### src/rtl/chacha_pkg.sv
// Shared types and constants for the ChaCha20 block sequencing controller.
// Holds the FSM state encoding, default round/counter sizes and round index width.
// No logic lives here; only declarations shared by the controller and its round counter.
package chacha_pkg;

    localparam int CHACHA_ROUNDS   = 20;
    localparam int CHACHA_CTR_BITS = 32;

    // Wide enough to hold round indices 0..CHACHA_ROUNDS inclusive.
    localparam int ROUND_W = 5;

    typedef enum logic [2:0] {
        ST_IDLE  = 3'd0,
        ST_LOAD  = 3'd1,
        ST_ROUND = 3'd2,
        ST_FINAL = 3'd3,
        ST_OUT   = 3'd4
    } state_e;

    // Width of a counter that must reach lat-1; never below one bit.
    function automatic int lat_width(input int lat);
        return (lat > 1) ? $clog2(lat) : 1;
    endfunction

endpackage

### src/rtl/chacha_round_counter.sv
// Round sequencer: latency counter plus round index for the ChaCha round loop.
// Latency: load_o fires when the latency counter reaches QR_LATENCY-1, decoded from flops only.
// Backpressure: none; advances only while adv_i is high, frozen otherwise.
module chacha_round_counter
    import chacha_pkg::*;
#(
    parameter int ROUNDS     = CHACHA_ROUNDS,
    parameter int QR_LATENCY = 1
) (
    input  logic               clk_i,
    input  logic               rst_ni,
    input  logic               clr_i,
    input  logic               in_round_i,
    input  logic               adv_i,
    output logic [ROUND_W-1:0] round_o,
    output logic               load_o,
    output logic               last_o,
    output logic               diag_o
);

    localparam int LAT_W = lat_width(QR_LATENCY);

    logic [LAT_W-1:0]   lat_q;
    logic [ROUND_W-1:0] round_q;
    logic               tick;

    // The round result is loadable on the final latency cycle of the round.
    assign tick    = (lat_q == LAT_W'(QR_LATENCY - 1));
    assign load_o  = in_round_i & tick;
    assign last_o  = (round_q == ROUND_W'(ROUNDS - 1));
    assign diag_o  = round_q[0];
    assign round_o = round_q;

    // Latency counter wraps each round; round index steps on the wrap.
    always_ff @(posedge clk_i or negedge rst_ni) begin
        if (!rst_ni) begin
            lat_q   <= '0;
            round_q <= '0;
        end else if (clr_i) begin
            lat_q   <= '0;
            round_q <= '0;
        end else if (adv_i) begin
            if (tick) begin
                lat_q   <= '0;
                round_q <= round_q + ROUND_W'(1);
            end else begin
                lat_q   <= lat_q + LAT_W'(1);
            end
        end
    end

endmodule

### src/rtl/chacha_block_ctrl.sv
// ChaCha20 block controller: sequences init load, ROUNDS round loads, final add-back, then output.
// Latency: start at T -> LOAD T+1, round k at T+1+k*QR_LATENCY, FINAL one cycle later, valid next.
// Backpressure: out_valid_o holds until out_ready_i; start accepted only in IDLE.
module chacha_block_ctrl
    import chacha_pkg::*;
#(
    parameter int ROUNDS     = CHACHA_ROUNDS,
    parameter int QR_LATENCY = 1,
    parameter int CTR_BITS   = CHACHA_CTR_BITS
) (
    input  logic                clk_i,
    input  logic                rst_ni,
    input  logic                start_valid_i,
    output logic                start_ready_o,
    input  logic                cont_i,
    input  logic                abort_i,
    input  logic                ctr_load_i,
    input  logic [CTR_BITS-1:0] ctr_i,
    output logic [CTR_BITS-1:0] ctr_o,
    output logic                init_load_o,
    output logic                round_load_o,
    output logic                diag_o,
    output logic                final_load_o,
    output logic [ROUND_W-1:0]  round_o,
    output logic                out_valid_o,
    input  logic                out_ready_i,
    output logic                ctr_wrap_o,
    output logic                busy_o
);

    state_e              state_q;
    logic [CTR_BITS-1:0] ctr_q;
    logic [CTR_BITS-1:0] ctr_inc_d;
    logic                wrap_q;
    logic                rc_load;
    logic                rc_last;
    logic                rc_clr;
    logic                rc_in_round;
    logic                rc_adv;

    assign rc_clr      = (state_q == ST_LOAD);
    assign rc_in_round = (state_q == ST_ROUND);
    // An abort freezes the round index so it keeps showing where the block stopped.
    assign rc_adv      = rc_in_round & ~abort_i;

    chacha_round_counter #(
        .ROUNDS     (ROUNDS),
        .QR_LATENCY (QR_LATENCY)
    ) u_round_counter (
        .clk_i      (clk_i),
        .rst_ni     (rst_ni),
        .clr_i      (rc_clr),
        .in_round_i (rc_in_round),
        .adv_i      (rc_adv),
        .round_o    (round_o),
        .load_o     (rc_load),
        .last_o     (rc_last),
        .diag_o     (diag_o)
    );

    // Counter increments modulo 2^CTR_BITS; the carry-out is detected separately.
    assign ctr_inc_d = ctr_q + CTR_BITS'(1);

    // Main sequencer: state, block counter and sticky wrap flag; abort overrides everything.
    always_ff @(posedge clk_i or negedge rst_ni) begin
        if (!rst_ni) begin
            state_q <= ST_IDLE;
            ctr_q   <= '0;
            wrap_q  <= 1'b0;
        end else if (abort_i) begin
            state_q <= ST_IDLE;
        end else begin
            case (state_q)
                ST_IDLE: begin
                    if (ctr_load_i) begin
                        ctr_q  <= ctr_i;
                        wrap_q <= 1'b0;
                    end
                    if (start_valid_i) begin
                        state_q <= ST_LOAD;
                    end
                end
                ST_LOAD: begin
                    state_q <= ST_ROUND;
                end
                ST_ROUND: begin
                    if (rc_load && rc_last) begin
                        state_q <= ST_FINAL;
                    end
                end
                ST_FINAL: begin
                    state_q <= ST_OUT;
                end
                ST_OUT: begin
                    if (out_ready_i) begin
                        ctr_q <= ctr_inc_d;
                        if (&ctr_q) begin
                            wrap_q <= 1'b1;
                        end
                        state_q <= cont_i ? ST_LOAD : ST_IDLE;
                    end
                end
                default: begin
                    state_q <= ST_IDLE;
                end
            endcase
        end
    end

    // All outputs are decoded from flops; only start_ready_o mirrors the idle state directly.
    assign start_ready_o = (state_q == ST_IDLE);
    assign busy_o        = (state_q != ST_IDLE);
    assign init_load_o   = (state_q == ST_LOAD);
    assign round_load_o  = rc_load;
    assign final_load_o  = (state_q == ST_FINAL);
    assign out_valid_o   = (state_q == ST_OUT);
    assign ctr_o         = ctr_q;
    assign ctr_wrap_o    = wrap_q;

endmodule

### config.mk
export PLATFORM = sky130hd
export DESIGN_NAME = chacha_block_ctrl
export DESIGN_NICKNAME = d
export VERILOG_FILES = /design/src/rtl/chacha_pkg.sv /design/src/rtl/chacha_round_counter.sv /design/src/rtl/chacha_block_ctrl.sv
export SDC_FILE = /design/constraint.sdc
export NUM_CORES = 1
export LEC_CHECK = 0
export BUFFER_PORTS_ARGS = -buffer_cell sky130_fd_sc_hd__buf_2
export CAP_MARGIN = 10
export CELL_PAD_IN_SITES_DETAIL_PLACEMENT = 1
export CELL_PAD_IN_SITES_GLOBAL_PLACEMENT = 1
export CORE_MARGIN = 4
export CORE_UTILIZATION = 30
export CTS_CLUSTER_SIZE = 25
export DETAILED_ROUTE_END_ITERATION = 7
export GPL_TIMING_DRIVEN = 0
export PLACE_DENSITY = 0.65
export SKIP_LAST_GASP = 1
export SLEW_MARGIN = 20
export SYNTH_ARGS = -nofsm -noshare
export SYNTH_HDL_FRONTEND = slang
export SYNTH_SLANG_ARGS = --single-unit
### constraint.sdc
create_clock -name clk_i -period 2.57 [get_ports clk_i]
set_input_delay 0.257 -clock clk_i [delete_from_list [all_inputs] [get_ports clk_i]]
set_output_delay 0.257 -clock clk_i [all_outputs]
set_load 0.05 [all_outputs]
### Word level (Yosys, flattened, before mapping)

Index checks and enable logic that the tools add are counted.

| cells by class | value |
|---|---|
| bitwise operators | 4 |
| add/subtract/negate cells | 3 |
| mux-type cells | 19 |
| equal/unequal tests | 12 |
| reductions and logical operators | 10 |

Operators with widths:

| cell | number |
|---|---|
| 32-bit two-way mux | 2 |
| 32-bit case mux with 2 select lines | 1 |
| 32-bit by 1-bit adder with 32-bit output, second input constant | 1 |
| 32-bit AND reduction | 1 |
| 5-bit two-way mux | 3 |
| 3-bit case mux with 5 select lines | 1 |
| 3-bit two-way mux | 4 |
| 3-bit by 2-bit != test with 1-bit output, second input constant | 3 |
| 1-bit two-way mux | 7 |
| 3-bit by 2-bit equality test with 1-bit output, second input constant | 2 |
| 2-bit by 1-bit != test with 1-bit output, second input constant | 3 |
| 5-bit by 1-bit adder with 5-bit output, second input constant | 1 |
| 5-bit equality test, second input constant | 1 |
| 5-bit AND reduction | 1 |
| 4-bit AND reduction | 1 |
| 2-bit nonzero test | 2 |
| 3-bit by 1-bit equality test with 1-bit output, second input constant | 1 |
| 3-bit equality test, second input constant | 1 |
| 3-bit logical NOT | 1 |
| 3-bit AND reduction | 1 |
| 3-bit nonzero test | 1 |
| 1-bit AND | 2 |
| 2-bit != test, second input constant | 1 |
| 1-bit NOT | 2 |
| other kinds (4) | 4 |

| storage, ports and cells | value |
|---|---|
| flip-flop bits (word level) | 42 |
| output and inout port bits | 45 |
| logic and storage cells | 53 |

### Depth between registers and ports, before layout

| logic depth | value |
|---|---|
| depth in word-level cells | 6 |
| mapped depth | 8 |
| gate-level depth less buffers | 6 |

### Modules after synthesis

Synthesis repeated with hierarchy kept, for this count alone.

| unflattened totals | value |
|---|---|
| cells, all modules | 331 |
| area total of the unflattened synthesis | 2771.4 µm² |

Modules (own cells, without submodules):

| module | area an instance (µm²) | seq. area each (µm²) | times used | cells each |
|---|---|---|---|---|
| chacha_block_ctrl | 2493.6 | 900.9 | 1 | 306 |
| chacha_round_counter | 277.8 | 125.1 | 1 | 25 |

### Worst setup path after synthesis

OpenSTA, ideal clock, no wires.

| timing path | value |
|---|---|
| path kind | register -> register |
| from | register state_q[0] |
| to | register u_round_counter.round_q[0], in the netlist u_round_counter.round_o[0] |
| clock period less this slack | 2442 ps |
| cell stages (with the launch flop) | 5 |
| setup slack | 128 ps |
| required time | 2445 ps |
| arrival time | 2317 ps |
| path through | dfrtp_1 > inv_1 > nor3_1 > nor2_1 > mux2_2 |

| on the way | value |
|---|---|
| elaborated cells between the ends (all ways) | 7 |

RTL lines:

| item | line | RTL |
|---|---|---|
| start, declared | chacha_block_ctrl.sv:31 | `state_e state_q;` |
| start signal, assigned | chacha_block_ctrl.sv:100 | `state_q <= cont_i ? ST_LOAD : ST_IDLE;` |
| 3-bit by 1-bit equality test with 1-bit output (*) | -- |  |
| via init_load_o | chacha_block_ctrl.sv:20 | `output logic init_load_o,` |
| 2-bit != test (no line) or 2-bit nonzero test (tied branches) | -- |  |
| 2-bit AND reduction (no line) | -- |  |
| end signal, assigned | chacha_round_counter.sv:45 | `round_q <= round_q + ROUND_W'(1);` |
| end, declared | chacha_round_counter.sv:24 | `logic [ROUND_W-1:0] round_q;` |

Mark *: on every way through the listed nets, which the timed path passes. The rest lies on a longest branch.
A chain may end at the register's enable or synchronous reset.

### Final worst setup path

| timing path | value |
|---|---|
| from | register state_q[1] |
| to | output out_valid_o |

| on the way | value |
|---|---|
| cells in the longest elaborated chain, start to end | 1 |

Ends and longest elaborated chain:

| item | line | RTL |
|---|---|---|
| 3-bit equality test | chacha_block_ctrl.sv:116 | `assign out_valid_o = (state_q == ST_OUT);` |
| end, declared | chacha_block_ctrl.sv:25 | `output logic out_valid_o,` |

Every way passes these cells.

==> flow_summary.yaml <==
finish:
  drive_gt1_frac: 0.3027
  area.growth.synth_to_final_pct: 23.60
  antenna_cells: 0
  nNetsFinal: 445
  fillers: 1114
setup_path:
  startpoint: "state_q[1]"
  worstPathRequired_ns: 2.31
  worstReg2RegStart: "ctr_o[0]"
  cp_num_buf_inv: 3
  arrival_ns: 2.12
  slowest_delay_ns: 0.49
  start_kind: "register"
  cp-end-kind: "output pin"
  cp_top_family: "buffers and inverters"
  critPathSlowestCell: "dfrtp_1"
  cp_max_fo: 12
  crit_path_frequent_cell: "buf_2"
  crit_type: "reg2out"
  crit_chain: "nor2_1, nand2_2, inv_1, buf_2, buf_2"
clock_tree:
  postCtsSetupRepairBufs: 0
  clk_pin_slew_ns: 0.08
  cts_sinks: 41
  ctsHoldBuffers: 0
  clk_path_buf_depth: 2
  cts_buffers: 5
  htreeDepth: 2
  root_buffer: "clkbuf_8"
  cts_tree: "yes"
  clk_latency_ns: 0.30
synth:
  ys_warn_count: 0
  synth-seq-cells: 41
  synthTopCellsByCount: "dfrtp_1 (41), nand2_1 (33), nor2_1 (33), a21oi_1 (29), o21ai_0 (19)"
  ys.flop_type: "dfrtp_1"
  synthAdderAreaFrac: 0.009421
  synth.area.mux_share: 0.01554
  yosys.area.top_type: "dfrtp_1"
  syn-num-nets: 356
  synth-simple-area-share: 0.2906
  syn_inst: 315
  synth_top_family_by_area: "simple AND/OR/NAND/NOR gates"
  synth_area_leaders: "dfrtp_1 (39%), a21oi_1 (5.5%), nand2_1 (4.7%)"
  avgSynthCellArea_um2: 8.433
  yosysSeqAreaShare: 0.3862
  synth_compound_area_frac: 0.2266
  async_flop_share: 1.000
  synth.most_common_cell: "dfrtp_1"
  synth_top_area_frac: 0.3862
  synth_cell_types: 52
  synth_edf_count: 0
  synthesis.area_um2: 2656
  synth-xor-area-share: 0.009892
sta:
  hold_ws_ns: -0.04539
  rsz0062_at_grt: "no"
  maxSlewHeadroom: 0.4837
  setup_tns_ns: 0
  max_freq_mhz: 420.6
  worstMarginPinSlew_ns: 0.7685
  min_period_ns: 2.377
  hold_violations: 41
  min_period_over_period: 0.9250
  clock_skew_ns: 0.006724
  setup_viol: 0
  slew_violations: 0
floorplanning:
  core_area_um2: 8678
  num_rows: 34
  start_util: 0.3061
  die_w_um: 102.1
  ios: 84
  die_area_um2: 10420
  die_h_um: 102.1
power_and_ir_drop:
  p_clk_frac: 0.152
  p_leak_nw: 1.388
  power.switching_mw: 1.404
  cellPowerDensity_nw_per_um2: 826.4
  combPwrFrac: 0.468
  vdd_drop_max_v: 0.0003486
  power_mw: 2.713
  p_int_mw: 1.309
  p_sw_frac: 0.5175
  p_seq_frac: 0.380
routing:
  vias: 2850
  post-route-drc-count: 0
  drtAntennaViolNets: 0
  vias_per_cell: 5.577
  first_pass_iters: 4
  drt_iter0_drc: 120
  wl_per_cell_um: 19.41
  totalWireLength_um: 9920
grt:
  grt_max_degree: 42
  grt-ovfl-total: 0
  grt_pass1_wl_um: 15910
  antenna_found_initial: 0
  track_usage: 0.1949
  grt_pass1_vias: 3027
placed_design:
  place.gp.congestion: 0.8342
  dp_hpwl_um: 7265
  io_buffers: 83
run:
  drv_cap: 0
outcome:
  status: "finished, violations left"
  violations: "negative hold slack"
hold_path:
  hold_class: "in2async"
[sequential cells by signal, indices dropped and copies added (netlist names)]
name and cells:
state_q 3, ctr_o 32, ctr_wrap_o 1, u_round_counter.round_o 5
[through the flow]
stage / cell area (um2) / utilization / cells / setup WS [ns]
after detailed placement: 3207 / 0.3695 / 506 / 0.2388
after global routing: 3283 / 0.3783 / 511 / 0.01157
after CTS: 3277 / 0.3776 / 511 / 0.08791
after global placement: 3207 / 0.3695 / 506 / 0.2754
final: 3283 / 0.3783 / 511 / 0.1926
after floorplan: 2656 / - / 315 / 0.1281
[final cells by class]
type,instances,area (um2),area share
multi-input combinational,248,1466,0.4466
tap,108,135.1,0.04116
sequential,41,1026,0.3125
clock buffer,5,68.82,0.02096
timing repair buffer,83,417.9,0.1273
inverter,5,18.77,0.005716
clock inverter,1,5.005,0.001524
buffer,20,145.1,0.04421
[cells by family (layout without fill, tap and decap cells)]
| kind of cell | count (synthesis) | in the layout |
|---|---|---|
| and+or+nand+nor | 143 | 143 |
| muxes | 4 | 4 |
| adders and majority gates | 2 | 2 |
| xor gates and xnor gates | 3 | 3 |
| AOI/OAI and AO/OA | 96 | 96 |
| DFF | 41 | 41 |
| buffers and inverters | 26 | 114 |
[per-layer routing]
metal / up-vias / part of all wire / wire length [um] / track usage
met5: - / 0 / 0 / 0
met4: 0 / 0.016 / 155 / 0.05954
met3: 13 / 0.056 / 554 / 0.03413
met2: 74 / 0.47 / 4697 / 0.3283
met1: 1400 / 0.45 / 4513 / 0.2553
li1: 1363 / - / - / -
[layout by cell type, fill, tap and decap left out, types with 8 or more instances in the layout]
cell type / instances
a211oi_1: 8
a21oi_1: 29
buf_2: 87
clkbuf_8: 8
dfrtp_1: 41
nand2_1: 33
nand3_1: 17
nand4_1: 8
nor2_1: 33
nor3_1: 11
o21ai_0: 19
o22ai_1: 8
or3_1: 8
[power groups by stage]
stage                     Combinational (mW)  Sequential [mW]  Clock, mW
final                                   1.27             1.03      0.413
after global routing                    1.36             1.06      0.451
after CTS                               1.28             1.03      0.427
after detailed placement                1.28             1.04          0
after global placement                  1.26             1.03          0
after floorplan                        0.446             1.49          0
[worst paths after layout]
kind                               end  slack (ns)  cells after the start
max in group asynchronous    ctr_o[12]        2.23                      1
min                          ctr_o[25]       -0.05                      1
max reg2reg                  ctr_o[26]        0.20                      6
max                        out_valid_o        0.19                      5
min in group clk_i           ctr_o[25]        0.21                      3
min reg2reg                 ctr_wrap_o        0.54                      2
[what timing repair did]
item	CTS	global route
resized for setup	0	6
cloned	0	0
endpoints found under the setup margin	1	15
hold endpoints to repair	0	0
pin swaps	0	0
Power figures use the tool's default switching activity.
